<file path="config.mk">
export PLATFORM = sky130hd
export DESIGN_NAME = silife_scan_ctrl
export DESIGN_NICKNAME = d
export VERILOG_FILES = /design/src/rtl/silife_pkg.sv /design/src/rtl/silife_frame_detect.sv /design/src/rtl/silife_scan_ctrl.sv
export SDC_FILE = /design/constraint.sdc
export NUM_CORES = 1
export LEC_CHECK = 0
export CORE_UTILIZATION = 53
export CTS_CLUSTER_SIZE = 24
export DETAILED_ROUTE_END_ITERATION = 10
export GPL_ROUTABILITY_DRIVEN = 1
export PLACE_DENSITY = 0.84
export SKIP_LAST_GASP = 1
export SYNTH_ARGS = -nofsm -noshare
export SYNTH_HDL_FRONTEND = slang
export SYNTH_SLANG_ARGS = --single-unit
</file>
<file path="constraint.sdc">
create_clock -name clk -period 7.05 [get_ports clk]
set_input_delay 1.41 -clock clk [delete_from_list [all_inputs] [get_ports clk]]
set_output_delay 1.41 -clock clk [all_outputs]
set_load 0.01 [all_outputs]
</file>
<file path="src/rtl/silife_pkg.sv">
// Shared definitions for the SiLife scan controller slice.
// Contents: config register addresses, CTRL register bit positions and the
// controller FSM state type.
package silife_pkg;

  // Config bus register map
  localparam logic [1:0] ADDR_CTRL    = 2'd0;
  localparam logic [1:0] ADDR_CYCLES  = 2'd1;
  localparam logic [1:0] ADDR_FPS     = 2'd2;
  localparam logic [1:0] ADDR_GEN_CLR = 2'd3;

  // CTRL register bit positions
  localparam int unsigned CTRL_ENABLE = 0;
  localparam int unsigned CTRL_INVERT = 1;
  localparam int unsigned CTRL_AUTO   = 2;
  localparam int unsigned CTRL_SINGLE = 3;

  typedef enum logic [1:0] {
    IDLE = 2'd0,
    SCAN = 2'd1,
    STEP = 2'd2
  } state_e;

endpackage

</file>
<file path="src/rtl/silife_frame_detect.sv">
// Frame wrap detector for the SiLife scanner.
// Remembers the previous row and flags the cycle in which the row index
// wraps from HEIGHT-1 back to 0.
// Ports:
//   clk_i    system clock
//   reset_i  synchronous active-high reset
//   clear_i  holds prev_row at 0 (asserted while the scanner is in reset)
//   row_i    current row from the scanner
//   wrap_o   combinational wrap flag (prev_row == HEIGHT-1 && row == 0)
module silife_frame_detect #(
  parameter  int HEIGHT   = 8,
  localparam int ROW_BITS = $clog2(HEIGHT)
) (
  input  logic                clk_i,
  input  logic                reset_i,
  input  logic                clear_i,
  input  logic [ROW_BITS-1:0] row_i,
  output logic                wrap_o
);

  logic [ROW_BITS-1:0] prev_row_q, prev_row_d;

  // Forcing prev_row to 0 while the scanner is blanked prevents a stale
  // HEIGHT-1 from producing a false wrap when the scanner restarts at row 0.
  always_comb begin
    prev_row_d = row_i;
    if (clear_i) prev_row_d = '0;
  end

  always_ff @(posedge clk_i) begin
    if (reset_i) prev_row_q <= '0;
    else         prev_row_q <= prev_row_d;
  end

  assign wrap_o = (prev_row_q == ROW_BITS'(HEIGHT - 1)) && (row_i == '0);

endmodule

</file>
<file path="src/rtl/silife_scan_ctrl.sv">
// SiLife scan/generation sequencing controller.
// Holds the scanner configuration, detects completed frames and schedules
// life-engine steps (every N frames or on a single-step command) through a
// req/ack handshake, blanking the display while a step runs.
// Ports:
//   clk, reset                 clock and synchronous active-high reset
//   cfg_we/cfg_addr/cfg_wdata  write-only host config bus
//   row_select                 current row from the scanner
//   step_ack                   engine completion pulse
//   scan_reset                 scanner reset / blank (1 = blanked)
//   scan_cycles, scan_invert   scanner configuration
//   step_req, busy             high while a step is in progress
//   frame_done                 one-cycle pulse per completed frame
//   gen_count                  completed generations (wraps at 16 bits)
module silife_scan_ctrl
  import silife_pkg::*;
#(
  parameter  int HEIGHT   = 8,
  parameter  int FPS_BITS = 8,
  localparam int ROW_BITS = $clog2(HEIGHT)
) (
  input  logic                clk,
  input  logic                reset,
  input  logic                cfg_we,
  input  logic [1:0]          cfg_addr,
  input  logic [15:0]         cfg_wdata,
  input  logic [ROW_BITS-1:0] row_select,
  input  logic                step_ack,
  output logic                scan_reset,
  output logic [15:0]         scan_cycles,
  output logic                scan_invert,
  output logic                step_req,
  output logic                frame_done,
  output logic [15:0]         gen_count,
  output logic                busy
);

  state_e              state_q, state_d;
  logic                enable_q, enable_d;
  logic                invert_q, invert_d;
  logic                auto_q, auto_d;
  logic                pending_q, pending_d;
  logic [15:0]         cycles_q, cycles_d;
  logic [FPS_BITS-1:0] fps_q, fps_d;
  logic [FPS_BITS-1:0] frame_cnt_q, frame_cnt_d;
  logic [15:0]         gen_q, gen_d;
  logic                frame_done_q, frame_done_d;

  logic                wrap;
  logic [FPS_BITS-1:0] fps_eff;
  logic [FPS_BITS:0]   cnt_inc;

  silife_frame_detect #(
    .HEIGHT(HEIGHT)
  ) u_frame_detect (
    .clk_i  (clk),
    .reset_i(reset),
    .clear_i(scan_reset),
    .row_i  (row_select),
    .wrap_o (wrap)
  );

  assign fps_eff = (fps_q == '0) ? FPS_BITS'(1) : fps_q;
  // One extra bit so frame_cnt+1 cannot wrap before the comparison.
  assign cnt_inc = {1'b0, frame_cnt_q} + (FPS_BITS + 1)'(1);

  always_comb begin
    state_d      = state_q;
    enable_d     = enable_q;
    invert_d     = invert_q;
    auto_d       = auto_q;
    pending_d    = pending_q;
    cycles_d     = cycles_q;
    fps_d        = fps_q;
    frame_cnt_d  = frame_cnt_q;
    gen_d        = gen_q;
    frame_done_d = 1'b0;

    unique case (state_q)
      IDLE: begin
        if (pending_q)     state_d = STEP;
        else if (enable_q) state_d = SCAN;
      end
      SCAN: begin
        if (frame_done_q) frame_cnt_d = cnt_inc[FPS_BITS-1:0];
        if (pending_q) begin
          state_d = STEP;
        end else if (!enable_q) begin
          state_d     = IDLE;
          frame_cnt_d = '0;
        end else if (frame_done_q && auto_q && (cnt_inc >= {1'b0, fps_eff})) begin
          state_d     = STEP;
          frame_cnt_d = '0;
        end
      end
      STEP: begin
        if (step_ack) begin
          gen_d   = gen_q + 16'd1;
          state_d = enable_q ? SCAN : IDLE;
        end
      end
      default: state_d = IDLE;
    endcase

    // A frame_done only counts while the scanner is running and stays running.
    frame_done_d = wrap && (state_q == SCAN) && (state_d == SCAN);

    if ((state_q != STEP) && (state_d == STEP)) pending_d = 1'b0;

    // Config writes come last: a single_step arriving on the entry cycle
    // still re-arms pending, and GEN_CLEAR overrides a same-cycle ack.
    if (cfg_we) begin
      unique case (cfg_addr)
        ADDR_CTRL: begin
          enable_d = cfg_wdata[CTRL_ENABLE];
          invert_d = cfg_wdata[CTRL_INVERT];
          auto_d   = cfg_wdata[CTRL_AUTO];
          if (cfg_wdata[CTRL_SINGLE]) pending_d = 1'b1;
        end
        ADDR_CYCLES:  cycles_d = cfg_wdata;
        ADDR_FPS:     fps_d    = cfg_wdata[FPS_BITS-1:0];
        ADDR_GEN_CLR: gen_d    = '0;
        default: ;
      endcase
    end
  end

  always_ff @(posedge clk) begin
    if (reset) begin
      state_q      <= IDLE;
      enable_q     <= 1'b0;
      invert_q     <= 1'b0;
      auto_q       <= 1'b0;
      pending_q    <= 1'b0;
      cycles_q     <= '0;
      fps_q        <= FPS_BITS'(1);
      frame_cnt_q  <= '0;
      gen_q        <= '0;
      frame_done_q <= 1'b0;
    end else begin
      state_q      <= state_d;
      enable_q     <= enable_d;
      invert_q     <= invert_d;
      auto_q       <= auto_d;
      pending_q    <= pending_d;
      cycles_q     <= cycles_d;
      fps_q        <= fps_d;
      frame_cnt_q  <= frame_cnt_d;
      gen_q        <= gen_d;
      frame_done_q <= frame_done_d;
    end
  end

  assign scan_reset  = (state_q != SCAN);
  assign step_req    = (state_q == STEP);
  assign busy        = (state_q == STEP);
  assign scan_cycles = cycles_q;
  assign scan_invert = invert_q;
  assign frame_done  = frame_done_q;
  assign gen_count   = gen_q;

endmodule
</file>
* Yosys cells after proc, flatten, opt, wreduce, memory -nomap -nowiden *
Cells that the tools add are included.

storage, ports and cells
  register bits = 58
  output and inout bits = 37
  word-level logic and storage cells = 59

cells by class
  add/subtract/negate cells = 2
  order comparisons = 1
  equality and inequality tests = 10
  mux-type cells = 21
  reductions and logical operators = 14

operator list
  kind                   number
  $mux 16                4
  $mux 8                 5
  $add 16x1->16 const B  1
  $mux 2                 6
  $add 8x1->9 const B    1
  $ge 9x8->1             1
  $eq 2x2->1 const B     4
  $logic_not 8->1        1
  $eq 2x1->1 const B     3
  $logic_and 1x1->1      6
  $pmux 2 s3             1
  $reduce_and 2->1       3
  $mux 1                 5
  $logic_not 2->1        2
  $eq 3x3->1 const B     1
  $logic_not 3->1        1
  $ne 2x1->1 const B     1
  $ne 2x2->1 const B     1
  $reduce_or 2->1        1

* Depth between registers and ports, before layout *
  depth in word-level cells = 14
  gate-level depth with buffers = 12
  gate-level depth less buffers = 11

* Hierarchy *
Synthesis repeated with hierarchy kept, for this count alone.

unflattened totals
  cell total of the unflattened synthesis = 326
  area total of the unflattened synthesis = 2717.6 sq um

modules (own cells, without submodules)
  module               times used  cells each  area each (sq um)
  silife_scan_ctrl     1           317         2618.8
  silife_frame_detect  1           9           98.8

* Least setup slack after synthesis *
No wires, ideal clock.

  path type = input to register
  from = input port step_ack
  to = register gen_q[15], in the netlist gen_count[15]
  setup time = 0.070 ns
  data arrival time = 2.500 ns
  path slack = 4.480 ns
  stages on the path = 7
  cells stage by stage = and2_1 buf_4 and4_1 buf_4 nand3_4 or3_1 a21oi_1

on the way
  longest elaborated chain between the ends = 4

ends and longest elaborated chain
  item                    line                     RTL
  start: declaration      silife_scan_ctrl.sv:28   input logic step_ack,
  $mux 16 (*)             silife_scan_ctrl.sv:97   if (step_ack) begin
  $mux 16 (*)             silife_scan_ctrl.sv:79   unique case (state_q)
  $mux 16                 silife_scan_ctrl.sv:113  unique case (cfg_addr)
  $mux 16 (*)             silife_scan_ctrl.sv:112  if (cfg_we) begin
  end signal: assignment  silife_scan_ctrl.sv:149  gen_q <= gen_d;
  end: declaration        silife_scan_ctrl.sv:46   logic [15:0] gen_q, gen_d;

Mark *: on every way between the ends. The rest lies on a longest branch, timed or not.
A chain may end at the register's enable or synchronous reset.

* Worst setup path after layout *
  from = register state_q[0]
  to = output port scan_reset

on the way
  longest elaborated chain between the ends = 1

ends and longest elaborated chain
  item                      line                     RTL
  start: declaration        silife_scan_ctrl.sv:38   state_e state_q, state_d;
  start signal: assignment  silife_scan_ctrl.sv:141  state_q <= state_d;
  $ne 2x1->1                silife_scan_ctrl.sv:154  assign scan_reset = (state_q != SCAN);
  end: declaration          silife_scan_ctrl.sv:29   output logic scan_reset,

No other way between the ends.

==> flow_summary_export.csv <==
group,metric,value,unit
outcome,status,"complete, no violations",
global_route,grt-ovfl-total,0,
routing,vias_per_cell,5.41,
setup_path,r2r_slack,4010,ps
clocking,post_cts_buffers,0,
floorplan,dieArea,5210,µm²
floorplan,die_w,72.2,µm
final_layout,drive_gt1_share,4.92,%
setup_path,crit_end,"scan_reset",
yosys,seq_area_frac_synth,44.5,%
global_route,grt_use_met3,5.42,%
pwr,powerDensity,202,nW/µm²
final_layout,fill_cells,354,
yosys,syn_area_per_cell,8.59,µm²
timing,period_minus_slack,3390,ps
timing,skew,7.95,ps
yosys,ys_seq_elements,58,
floorplan,num_rows,25,
floorplan,start_util,55.3,%
final_layout,area_growth,31.7,%
global_route,grt_pass1_wl,9580,µm
routing,wl_per_cell,13.0,µm
pwr,finalPower,696,µW
setup_path,path_max_fanout,10,
setup_path,crit_path_max_incr_delay,540,ps
timing,worst_pin_slew,998,ps
timing,timing.final.crit_share,48.1,%
yosys,synthArstFlopShare,0,%
global_route,use_met1,30.2,%
place,routabilityCongestion,0.851,
pwr,p_leak,0.00137,µW
place,dpl.hpwl,4000,µm
global_route,grt_use_total,23.9,%
global_route,grt-busiest-layer,"met2",
setup_path,required,5640,ps
clocking,cts_resized,0,
hold_path,hold_path_class,"register to register",
yosys,syn_inst,304,
clocking,insertion_delay,330,ps
final_layout,diodes,0,
timing,finalSetupViolCount,0,
routing,num_vias,2342,
global_route,grt_max_degree,32,
setup_path,crit_start,"state_q[0]$_SDFF_PP0_",
timing,maxSlewHeadroom,33.2,%
setup_path,rr_endpoint,"frame_cnt_q[1]$_SDFFE_PP0P_",
clocking,cts_sinks,58,
final_layout,fin_cells,433,
place,place.port_buffers,61,
setup_path,slowest_stage,"clkdlybuf4s50_1",
timing,slew_viol_final,0,
routing,drc,0,
yosys,yosys_warnings,0,
setup_path,worstPathArrival,1980,ps
setup_path,cp_cell_sequence,"nor2b_1 -> inv_1 -> clkdlybuf4s50_1",
routing,drtPass1Iterations,4,
timing,max_freq,295,MHz
floorplan,die_h,72.2,µm
clocking,cts_tree,"yes",
clocking,clkTransAtPathRegs,60,ps
yosys,synth_area,2610,µm²
clocking,cts_hold_buf,0,
clocking,h-tree-depth,3,
flow_run,max_cap_viol_count,0,
yosys,synth_enable_flop_cells,0,
global_route,globalRouteMet2Util,37.7,%
setup_path,r2r-start,"frame_cnt_q[0]$_SDFFE_PP0P_",
routing,wirelength,5650,µm
routing,drt_iter0_drc,167,
global_route,antenna_found_initial,0,
timing,rsz0062_at_grt,"no",
yosys,synth_nets,339,
floorplan,core-area,4720,µm²
global_route,grt_pass1_vias,2195,
setup_path,ff2ff_path_depth,11,
clocking,cts_buffers,9,
final_layout,fin_nets,396,
clocking,clk_path_buf_depth,2,
routing,ant_nets,0,
setup_path,critPathKind,"register to output port",
final_layout,mostFrequentLayoutCell,"clkdlybuf4s50_1",
place,dp_cells,417,
final_layout,layout_common_cells,"clkdlybuf4s50_1, dfxtp_1, nand2_1",
yosys,synth.distinct_cells,41,
timing,fin_tns_setup,0,ps
clocking,cts-root-buf,"clkbuf_8",
final_layout,post-route-util,72.8,%
timing,hold_viol,0,
yosys,synthFlopType,"dfxtp_1",
setup_path,end_kind,"output port",
setup_path,start_kind,"register",
floorplan,pin_count,62,
pwr,peakVddDrop,0.130,mV
[flip-flops by register name, summed over array words and instances, names as in the netlist, 2 cells and up]
signal                     flops
state_q                        2
scan_cycles                   16
frame_cnt_q                    8
fps_q                          8
u_frame_detect.prev_row_q      3
gen_count                     16
[through the flow]
step                      instance area, µm²  hold slack [ps]  setup slack (ps)
after floorplan                         2610              447              4480
after global placement                  3240              443              3860
after detailed placement                3240              448              3780
after CTS                               3440              459              3650
after global routing                    3440              477              3490
final                                   3440              456              3660
[critical path, delay by kind of cell (launching register included)]
kind	cells	cell delay, ps
flops	1	360
buf+inv	2	790
simple gates	1	500
[metal layers]
layer,wire length (µm),vias up
met2,2590,72
met3,253,16
met4,163,0
li1,-,1152
met1,2640,1102
met5,0,-
[logic make-up after synthesis]
kind of cell	count (synthesis)	synth area share, %
xor gates and xnor gates	21	7.04
adders and majority gates	10	4.79
and+or+nand+nor	127	22.7
muxes	12	4.65
DFF	58	44.5
AOI/OAI and AO/OA	49	12.0
buffers and inverters	27	4.36
[layout make-up]
cell class                      instances  area, µm²  share of cell area, %
Clock buffer                           14        163                   4.73
Multi-Input combinational cell        219       1340                   38.9
Inverter                               11       41.3                   1.20
Timing Repair Buffer                   62        618                   18.0
Clock inverter                          2       35.0                   1.02
Tap cell                               67       83.8                   2.44
Sequential cell                        58       1160                   33.8
[power by group]
group / internal (µW) / switching [µW]
registers: 333 / 3.56
clock network: 182 / 124
logic: 26.9 / 25.2
[how the worst min path moves through the flow]
stage                                    to  cells after the start  slack, ps                         start
2_1_floorplan         fps_q[0]$_SDFFE_PP1P_                      2        450         fps_q[0]$_SDFFE_PP1P_
3_3_place_gp    scan_cycles[7]$_SDFFE_PP0P_                      2        440   scan_cycles[7]$_SDFFE_PP0P_
3_5_place_dp    scan_cycles[6]$_SDFFE_PP0P_                      2        450   scan_cycles[6]$_SDFFE_PP0P_
4_1_cts         scan_cycles[9]$_SDFFE_PP0P_                      2        460   scan_cycles[9]$_SDFFE_PP0P_
5_1_grt         scan_cycles[6]$_SDFFE_PP0P_                      2        480   scan_cycles[6]$_SDFFE_PP0P_
6_report       scan_cycles[10]$_SDFFE_PP0P_                      2        460  scan_cycles[10]$_SDFFE_PP0P_
[cell usage after synthesis, drive strengths merged (9+ instances only)]
| cell type | number | area, µm² |
|---|---|---|
| nand2 | 47 | 176 |
| dfxtp | 58 | 1160 |
| a21oi | 26 | 130 |
| mux2i | 11 | 110 |
| inv | 11 | 41.3 |
| nand3 | 11 | 67.6 |
| xor2 | 15 | 131 |
| clkbuf | 10 | 37.5 |
| and3 | 9 | 56.3 |
| nor2 | 37 | 139 |
| ha | 10 | 125 |
Power figures use the tool's default switching activity.
